### src/rtl/outport_credit_alloc.sv
// Per-output round-robin crossbar scheduler with downstream credit tracking
// and wormhole locking of an output to one input for the length of a packet.
module outport_credit_alloc #(
    parameter int P  = 7,
    parameter int B  = 4,
    parameter int CW = $clog2(B + 1)
) (
    input  logic             clk,
    input  logic             rst,
    input  logic [P*P-1:0]   req_all,
    input  logic [P-1:0]     tail_all,
    input  logic [P-1:0]     credit_in_all,
    output logic [P*P-1:0]   grant_all,
    output logic [P-1:0]     outport_available_all,
    output logic             credit_ovf_err
);

    localparam int PW = (P > 1) ? $clog2(P) : 1;

    genvar gi, gj;

    // req_san[i][j]: input i requests output j after keeping only the lowest set bit
    logic [P-1:0][P-1:0] req_san;
    // gnt_col[j][i]: output j grants input i
    logic [P-1:0][P-1:0] gnt_col;
    logic [P-1:0]        ovf_hit;

    generate
        for (gi = 0; gi < P; gi++) begin : g_row
            assign req_san[gi] = req_all[gi*P +: P] & (~req_all[gi*P +: P] + P'(1));
        end

        for (gj = 0; gj < P; gj++) begin : g_out
            logic [CW-1:0] credit_cnt_reg;
            logic [CW-1:0] credit_cnt_next;
            logic [PW-1:0] rr_ptr_reg;
            logic          lock_valid_reg;
            logic [PW-1:0] lock_owner_reg;
            logic [P-1:0]  elig;
            logic [P-1:0]  col_gnt;
            logic [PW-1:0] g_idx;
            logic          g_any;

            for (gi = 0; gi < P; gi++) begin : g_elig
                assign elig[gi] = req_san[gi][gj] && (credit_cnt_reg != '0) &&
                                  (!lock_valid_reg || (lock_owner_reg == PW'(gi)));
            end

            // Scan inputs starting at the round-robin pointer, wrapping mod P
            always_comb begin
                logic [PW:0]   sum;
                logic [PW-1:0] idx;
                col_gnt = '0;
                g_idx   = '0;
                g_any   = 1'b0;
                for (int k = 0; k < P; k++) begin
                    sum = {1'b0, rr_ptr_reg} + (PW+1)'(k);
                    if (sum >= (PW+1)'(P)) begin
                        sum = sum - (PW+1)'(P);
                    end
                    idx = sum[PW-1:0];
                    if (!g_any && elig[idx]) begin
                        col_gnt[idx] = 1'b1;
                        g_idx        = idx;
                        g_any        = 1'b1;
                    end
                end
            end

            // A grant only happens with a non-zero count, so only the top end needs clamping
            always_comb begin
                credit_cnt_next = credit_cnt_reg;
                if (credit_in_all[gj] && !g_any) begin
                    if (credit_cnt_reg != CW'(B)) begin
                        credit_cnt_next = credit_cnt_reg + CW'(1);
                    end
                end else if (!credit_in_all[gj] && g_any) begin
                    credit_cnt_next = credit_cnt_reg - CW'(1);
                end
            end

            assign ovf_hit[gj] = credit_in_all[gj] && !g_any && (credit_cnt_reg == CW'(B));
            assign gnt_col[gj] = col_gnt;
            assign outport_available_all[gj] = (credit_cnt_reg != '0);

            always_ff @(posedge clk or posedge rst) begin
                if (rst) begin
                    credit_cnt_reg <= CW'(B);
                    rr_ptr_reg     <= '0;
                    lock_valid_reg <= 1'b0;
                    lock_owner_reg <= '0;
                end else begin
                    credit_cnt_reg <= credit_cnt_next;
                    if (g_any) begin
                        rr_ptr_reg <= (g_idx == PW'(P - 1)) ? '0 : g_idx + PW'(1);
                        if (tail_all[g_idx]) begin
                            lock_valid_reg <= 1'b0;
                        end else begin
                            lock_valid_reg <= 1'b1;
                            lock_owner_reg <= g_idx;
                        end
                    end
                end
            end

            for (gi = 0; gi < P; gi++) begin : g_gnt
                assign grant_all[gi*P + gj] = gnt_col[gj][gi] & ~rst;
            end
        end
    endgenerate

    always_ff @(posedge clk or posedge rst) begin
        if (rst) begin
            credit_ovf_err <= 1'b0;
        end else if (|ovf_hit) begin
            credit_ovf_err <= 1'b1;
        end
    end

endmodule

### config.mk
export PLATFORM = sky130hd
export DESIGN_NAME = outport_credit_alloc
export DESIGN_NICKNAME = d
export VERILOG_FILES = /design/src/rtl/outport_credit_alloc.sv
export SDC_FILE = /design/constraint.sdc
export NUM_CORES = 1
export LEC_CHECK = 0
export ABC_AREA = 1
export CAP_MARGIN = 20
export CORE_MARGIN = 2
export CORE_UTILIZATION = 46
export CTS_CLUSTER_DIAMETER = 150
export DETAILED_ROUTE_END_ITERATION = 7
export PLACE_DENSITY = 0.69
export SETUP_SLACK_MARGIN = 0.1
export SYNTH_ARGS = -nofsm -noshare
export SYNTH_HDL_FRONTEND = slang
export SYNTH_SLANG_ARGS = --single-unit
### constraint.sdc
create_clock -name clk -period 9.25 [get_ports clk]
set_clock_uncertainty 0.05 [all_clocks]
set_input_delay 1.85 -clock clk [delete_from_list [all_inputs] [get_ports clk]]
set_output_delay 1.85 -clock clk [all_outputs]
set_load 0.01 [all_outputs]
==> impl_metrics.ini, run 1 <==
[run_status]
outcome = finished clean

[clock_tree]
clock_sinks = 71
clk_pin_slew_ns = 0.06
cts_buffers = 9
cts_tree = built
postCtsSetupRepairBufs = 0
clock_latency_ns = 0.35
post_cts_resized = 0
ctsHtreeMaxLevel = 3
cts_hold_repair.buffers = 0
clk_path_buf_depth = 2
root_buffer = clkbuf_16

[logic_synthesis]
ys_warn_count = 0
synth_seq_cells = 71
syn_area_mm2 = 0.0171
syn_inst = 2999
yosys.area.top_type = nand2_1
synth_top_area_share_pct = 18.4
ys_seq_area_share_pct = 10.5
synth-main-ff-cell = dfrtp_1
synth_edf_count = 0
synthArstFlopShare_pct = 100
synth_cell_types = 79
syn_area_per_cell_um2 = 5.70
synth_nets = 3163
synth_area_leaders = nand2_1 (18%), dfrtp_1 (9.4%), nand3_1 (9.1%)

[route]
post-route-drc-count = 0
vias = 20800
routedWlPerCell_um = 18.3
first_iter_violations = 1803
dr.pass1.iters = 6
viasPerCell = 5.79
totalWireLength_um = 65700
ant_nets = 0

[timing]
maxSlewViolCount = 0
finalSetupTns_ns = 0
fmax_mhz = 128
grt_setup_unrepaired = no
period_minus_slack_ns = 7.84
setup_viol = 0
worst_pin_slew_ns = 0.993
relSlewSlack_pct = 33.8
hold_violations = 0
period_share_pct = 84.8

[global_route]
grt_use_total_pct = 33.3
grt_pass1_wl_um = 103000
antenna_found_initial = 11
grt_max_degree = 47
grt_overflow = 0
first_global_vias = 19500

[floorplan]
core_area_mm2 = 0.0366
start_util_pct = 46.7
die_h_um = 197
die_area_mm2 = 0.0387
std_cell_rows = 70
fp.dieW_um = 197
pin_count = 122

[placed_design]
io_buffers = 121
hpwlAfterDp_um = 54100
place.gp.congestion = 1.01

[critical_path]
path_cells = clkdlybuf4s50_1 -> nor2_1 -> nand2_1 -> inv_1 -> nand2_1 -> nor2_1 -> inv_1 -> nand2_1 -> nand3_1 -> nand2_1 -> nor2_4 -> nand3_1 -> nor2_1 -> nor2_1 -> nand2_1 -> nor2_1 -> nand3_1 -> nand3b_1 -> nor2_1 -> clkdlybuf4s50_1
start_kind = primary input
critical_path_class = primary input to output pin
crit_top_cell = nor2_1
required_ns = 7.35
crit_path_top_delay_cell = clkdlybuf4s50_1
cp_max_fo = 6
crit_path_end_kind = output pin
arrival_ns = 5.94
slowest_delay_ns = 0.62

[layout]
syn2layout_area_growth_pct = 11.6
design.final.nets = 3276
final_common_cell = nand2_1
drive_above_1_share_pct = 9.37
final_cell_mix = nand2_1 (837), inv_1 (410), nor2_1 (373), nand3_1 (309), o21ai_0 (155)

[flow_run]
drv_cap = 0

[min_path]
hold_class = flop to flop
==> area by class of cell <==
type / count / area (um2)
clock inverter: 5 / 63.8
multi-input combinational: 2428 / 13300
antenna: 9 / 22.5
tap: 468 / 586
clock buffer: 11 / 243
timing repair buffer: 125 / 1240
fill: 3874 / 17600
inverter: 477 / 1790
sequential: 71 / 1790
==> cell families (layout without fill, tap and decap cells) <==
kind of cell / count (synthesis) / in the layout / synth area share, %
xor gates and xnor gates: 58 / 58 / 4.53
AOI/OAI and AO/OA: 474 / 474 / 17.9
adders and majority gates: 99 / 99 / 7.87
muxes: 6 / 6 / 0.395
other: 0 / 9 / 0
DFF: 71 / 71 / 10.5
and+or+nand+nor: 1791 / 1791 / 47.3
buffers and inverters: 500 / 618 / 11.5
==> final timing paths <==
| kind | startpoint | to | slack, ns | cells past startpoint |
|---|---|---|---|---|
| setup / recovery | req_all[14] | grant_all[20] | 1.41 | 20 |
| hold / removal | g_out[6].credit_cnt_reg[0] | g_out[6].credit_cnt_reg[0] | 0.47 | 1 |
| setup reg to reg | g_out[2].rr_ptr_reg[0] | g_out[2].credit_cnt_reg[2] | 4.16 | 21 |
| hold reg to reg | g_out[6].credit_cnt_reg[0] | g_out[6].credit_cnt_reg[0] | 0.47 | 1 |
| max in group asynchronous | rst | g_out[4].credit_cnt_reg[2] | 6.87 | 3 |
| min in group asynchronous | rst | g_out[2].lock_owner_reg[2] | 1.49 | 2 |
==> critical path, delay by kind of cell <==
| kind | cells | cell delay (ns) |
|---|---|---|
| buf+inv | 4 | 1.40 |
| simple gates | 16 | 2.68 |
==> per-stage QoR <==
| step | util, % | std cells | setup WS (ns) | hold WS [ns] | cell area [um2] |
|---|---|---|---|---|---|
| detailed placement | 51.2 | 3569 | 1.54 | 0.461 | 18700 |
| global placement | 51.2 | 3569 | 1.52 | 0.451 | 18700 |
| CTS | 52.0 | 3585 | 1.52 | 0.476 | 19000 |
| finish | 52.1 | 3594 | 1.41 | 0.473 | 19100 |
| floorplan | - | 2999 | 3.47 | 0.433 | 17100 |
| global route | 52.0 | 3590 | 1.14 | 0.490 | 19000 |
==> cells in the mapped netlist, types with 6 or more instances <==
| master | count |
|---|---|
| nor3_1 | 49 |
| o21ai_2 | 27 |
| clkbuf_1 | 7 |
| nand3_2 | 21 |
| o211ai_1 | 64 |
| nand4_1 | 64 |
| a21oi_1 | 64 |
| dfstp_2 | 7 |
| o221ai_1 | 11 |
| a32oi_1 | 11 |
| o31ai_1 | 6 |
| nor2_1 | 373 |
| and2_1 | 6 |
| buf_6 | 6 |
| inv_2 | 62 |
| nand2_2 | 32 |
| nor2_2 | 26 |
| inv_1 | 411 |
| nand3_1 | 309 |
| o22ai_1 | 13 |
| xor2_1 | 29 |
| o21ai_0 | 155 |
| fa_1 | 14 |
| dfrtp_1 | 64 |
| nor2_4 | 19 |
| nand3b_1 | 15 |
| a31oi_1 | 17 |
| xor2_4 | 7 |
| o2111ai_1 | 7 |
| nand4_2 | 9 |
| a21oi_2 | 9 |
| xor2_2 | 16 |
| o21ai_1 | 42 |
| ha_1 | 85 |
| nand2_1 | 837 |
| a221oi_1 | 17 |
==> routing by layer <==
layer	wire length, um	global-route usage, %	vias up
met4	2560	14.4	4
met2	30700	57.2	902
li1	-	-	10100
met1	27500	42.2	9616
met5	28	0	-
met3	4870	3.94	170
Power of run 1 is left out: the tool's default activity adds up to more than one toggle a clock period on the data nets, which glitch-free logic cannot reach.
==> inputs of run 2 (changes only) <==
PLACE_DENSITY = 0.71   (was 0.69)
clock period = 6.4 ns   (was 9.25 ns; I/O delays follow)
==> run 2 against run 1 <==
Worst setup slack got worse by 1.2 ns. Count of clock-buffer cells in the layout fell by 2. Core utilization rose by 2.5 points. Highest routed layer is now met4.
==> impl_metrics.ini, run 2 (synthesis gave the netlist of run 1 again) <==
[layout]
final_cell_mix = nand2_1 (828), inv_1 (404), nor2_1 (365), nand3_1 (300), o21ai_0 (151)
final_util_pct = 54.5
drive_above_1_share_pct = 13.6
finalNonFillerCells = 3692
final_common_cell = nand2_1
syn2layout_area_growth_pct = 16.9
design.final.nets = 3380
fin_area_mm2 = 0.0200

[clock_tree]
clock_latency_ns = 0.36
cts_hold_repair.buffers = 0
clk_path_buf_depth = 2
clk_pin_slew_ns = 0.07
ctsHtreeMaxLevel = 3
root_buffer = clkbuf_16
clock_sinks = 71
cts_buffers = 9
cts_tree = built

[floorplan]
core_area_mm2 = 0.0366
pin_count = 122
die_area_mm2 = 0.0387
start_util_pct = 46.7
die_h_um = 197
fp.dieW_um = 197
std_cell_rows = 70

[flow_run]
drv_cap = 0

[critical_path]
arrival_ns = 4.85
critical_path_class = primary input to output pin
crit_path_end_kind = output pin
required_ns = 5.07
cp_max_fo = 5
start_kind = primary input

[timing]
setup_viol = 0
fmax_mhz = 162
worst_pin_slew_ns = 0.823
hold_violations = 0
period_share_pct = 96.6
grt_setup_unrepaired = yes
relSlewSlack_pct = 45.1
maxSlewViolCount = 0
period_minus_slack_ns = 6.18
finalSetupTns_ns = 0

[route]
vias = 21200
wl_met3_um = 5370
routedWlPerCell_um = 17.6
totalWireLength_um = 64900
highest_layer = met4
ant_nets = 0
post-route-drc-count = 0
first_iter_violations = 2229
viasPerCell = 5.74
dr.pass1.iters = 6
wl_met2_um = 28700
drt-met1-wl_um = 28600

[placed_design]
io_buffers = 121
place.gp.congestion = 1.05
hpwlAfterDp_um = 53200
placed_cell_area_mm2 = 0.0194
dp.cells = 3652

[global_route]
grt_pass1_wl_um = 102000
first_global_vias = 19500
grt_use_total_pct = 33.0
antenna_found_initial = 3
grt_max_degree = 39
grt_overflow = 0

[min_path]
hold_class = flop to flop

[run_status]
outcome = finished clean
-- run 2: cell type report --
cell class / instances / area (um2)
repair buffers: 229 / 2020
inverters: 477 / 1810
multi-input cells: 2428 / 13500
clock buffers: 9 / 225
clock inverters: 7 / 62.6
flip-flops and latches: 71 / 1790
diodes: 3 / 7.51
well taps: 468 / 586
fillers: 3728 / 16600
-- run 2: timing repair --
| action | in CTS | in global routing |
|---|---|---|
| resized for setup | 1 | 52 |
| endpoints found under the setup margin | 2 | 34 |
| hold endpoints to repair | 0 | 0 |
| buffers inserted | 0 | 21 |
| pin swaps | 0 | 9 |
-- run 2: through the flow --
stage | setup WS (ns) | hold slack [ns]
global route | 0.0388 | 0.474
detailed placement | 0.0726 | 0.434
global placement | 0.0961 | 0.410
finish | 0.220 | 0.456
floorplan | 1.70 | 0.433
CTS | 0.114 | 0.460
-- run 2: path summary, 6_finish.rpt --
kind,startpoint,end,slack (ns),depth (start not counted)
min reg2reg,credit_ovf_err,credit_ovf_err,0.46,1
max in group asynchronous,rst,g_out[6].rr_ptr_reg[0],3.95,3
max,req_all[28],grant_all[16],0.22,20
max reg2reg,g_out[0].rr_ptr_reg[1],g_out[0].credit_cnt_reg[2],1.84,19
min in group asynchronous,rst,g_out[0].rr_ptr_reg[2],1.33,2
min,credit_ovf_err,credit_ovf_err,0.46,1
-- run 2: routing by layer --
layer,up-vias,GRT usage [%]
met5,-,0
met4,0,11.5
met3,127,3.80
met2,965,53.3
met1,9782,45.6
li1,10300,-
-- run 2: worst max-delay path: stages --
cell and delay, ns:
clkdlybuf4s50_1 0.45, nor2_1 0.16, buf_4 0.18, inv_1 0.09, nor2_4 0.16, nand3_1 0.20, buf_4 0.21, nand3_1 0.06
nand2_1 0.09, nor3_4 0.24, nand3_2 0.13, buf_4 0.18, nor2_1 0.10, nor2_1 0.07, nand3_1 0.08, nor2_1 0.08
nor2_4 0.15, nand3b_1 0.13, nor2_1 0.22, clkdlybuf4s50_1 0.59
Power of run 2 is left out for the same reason.
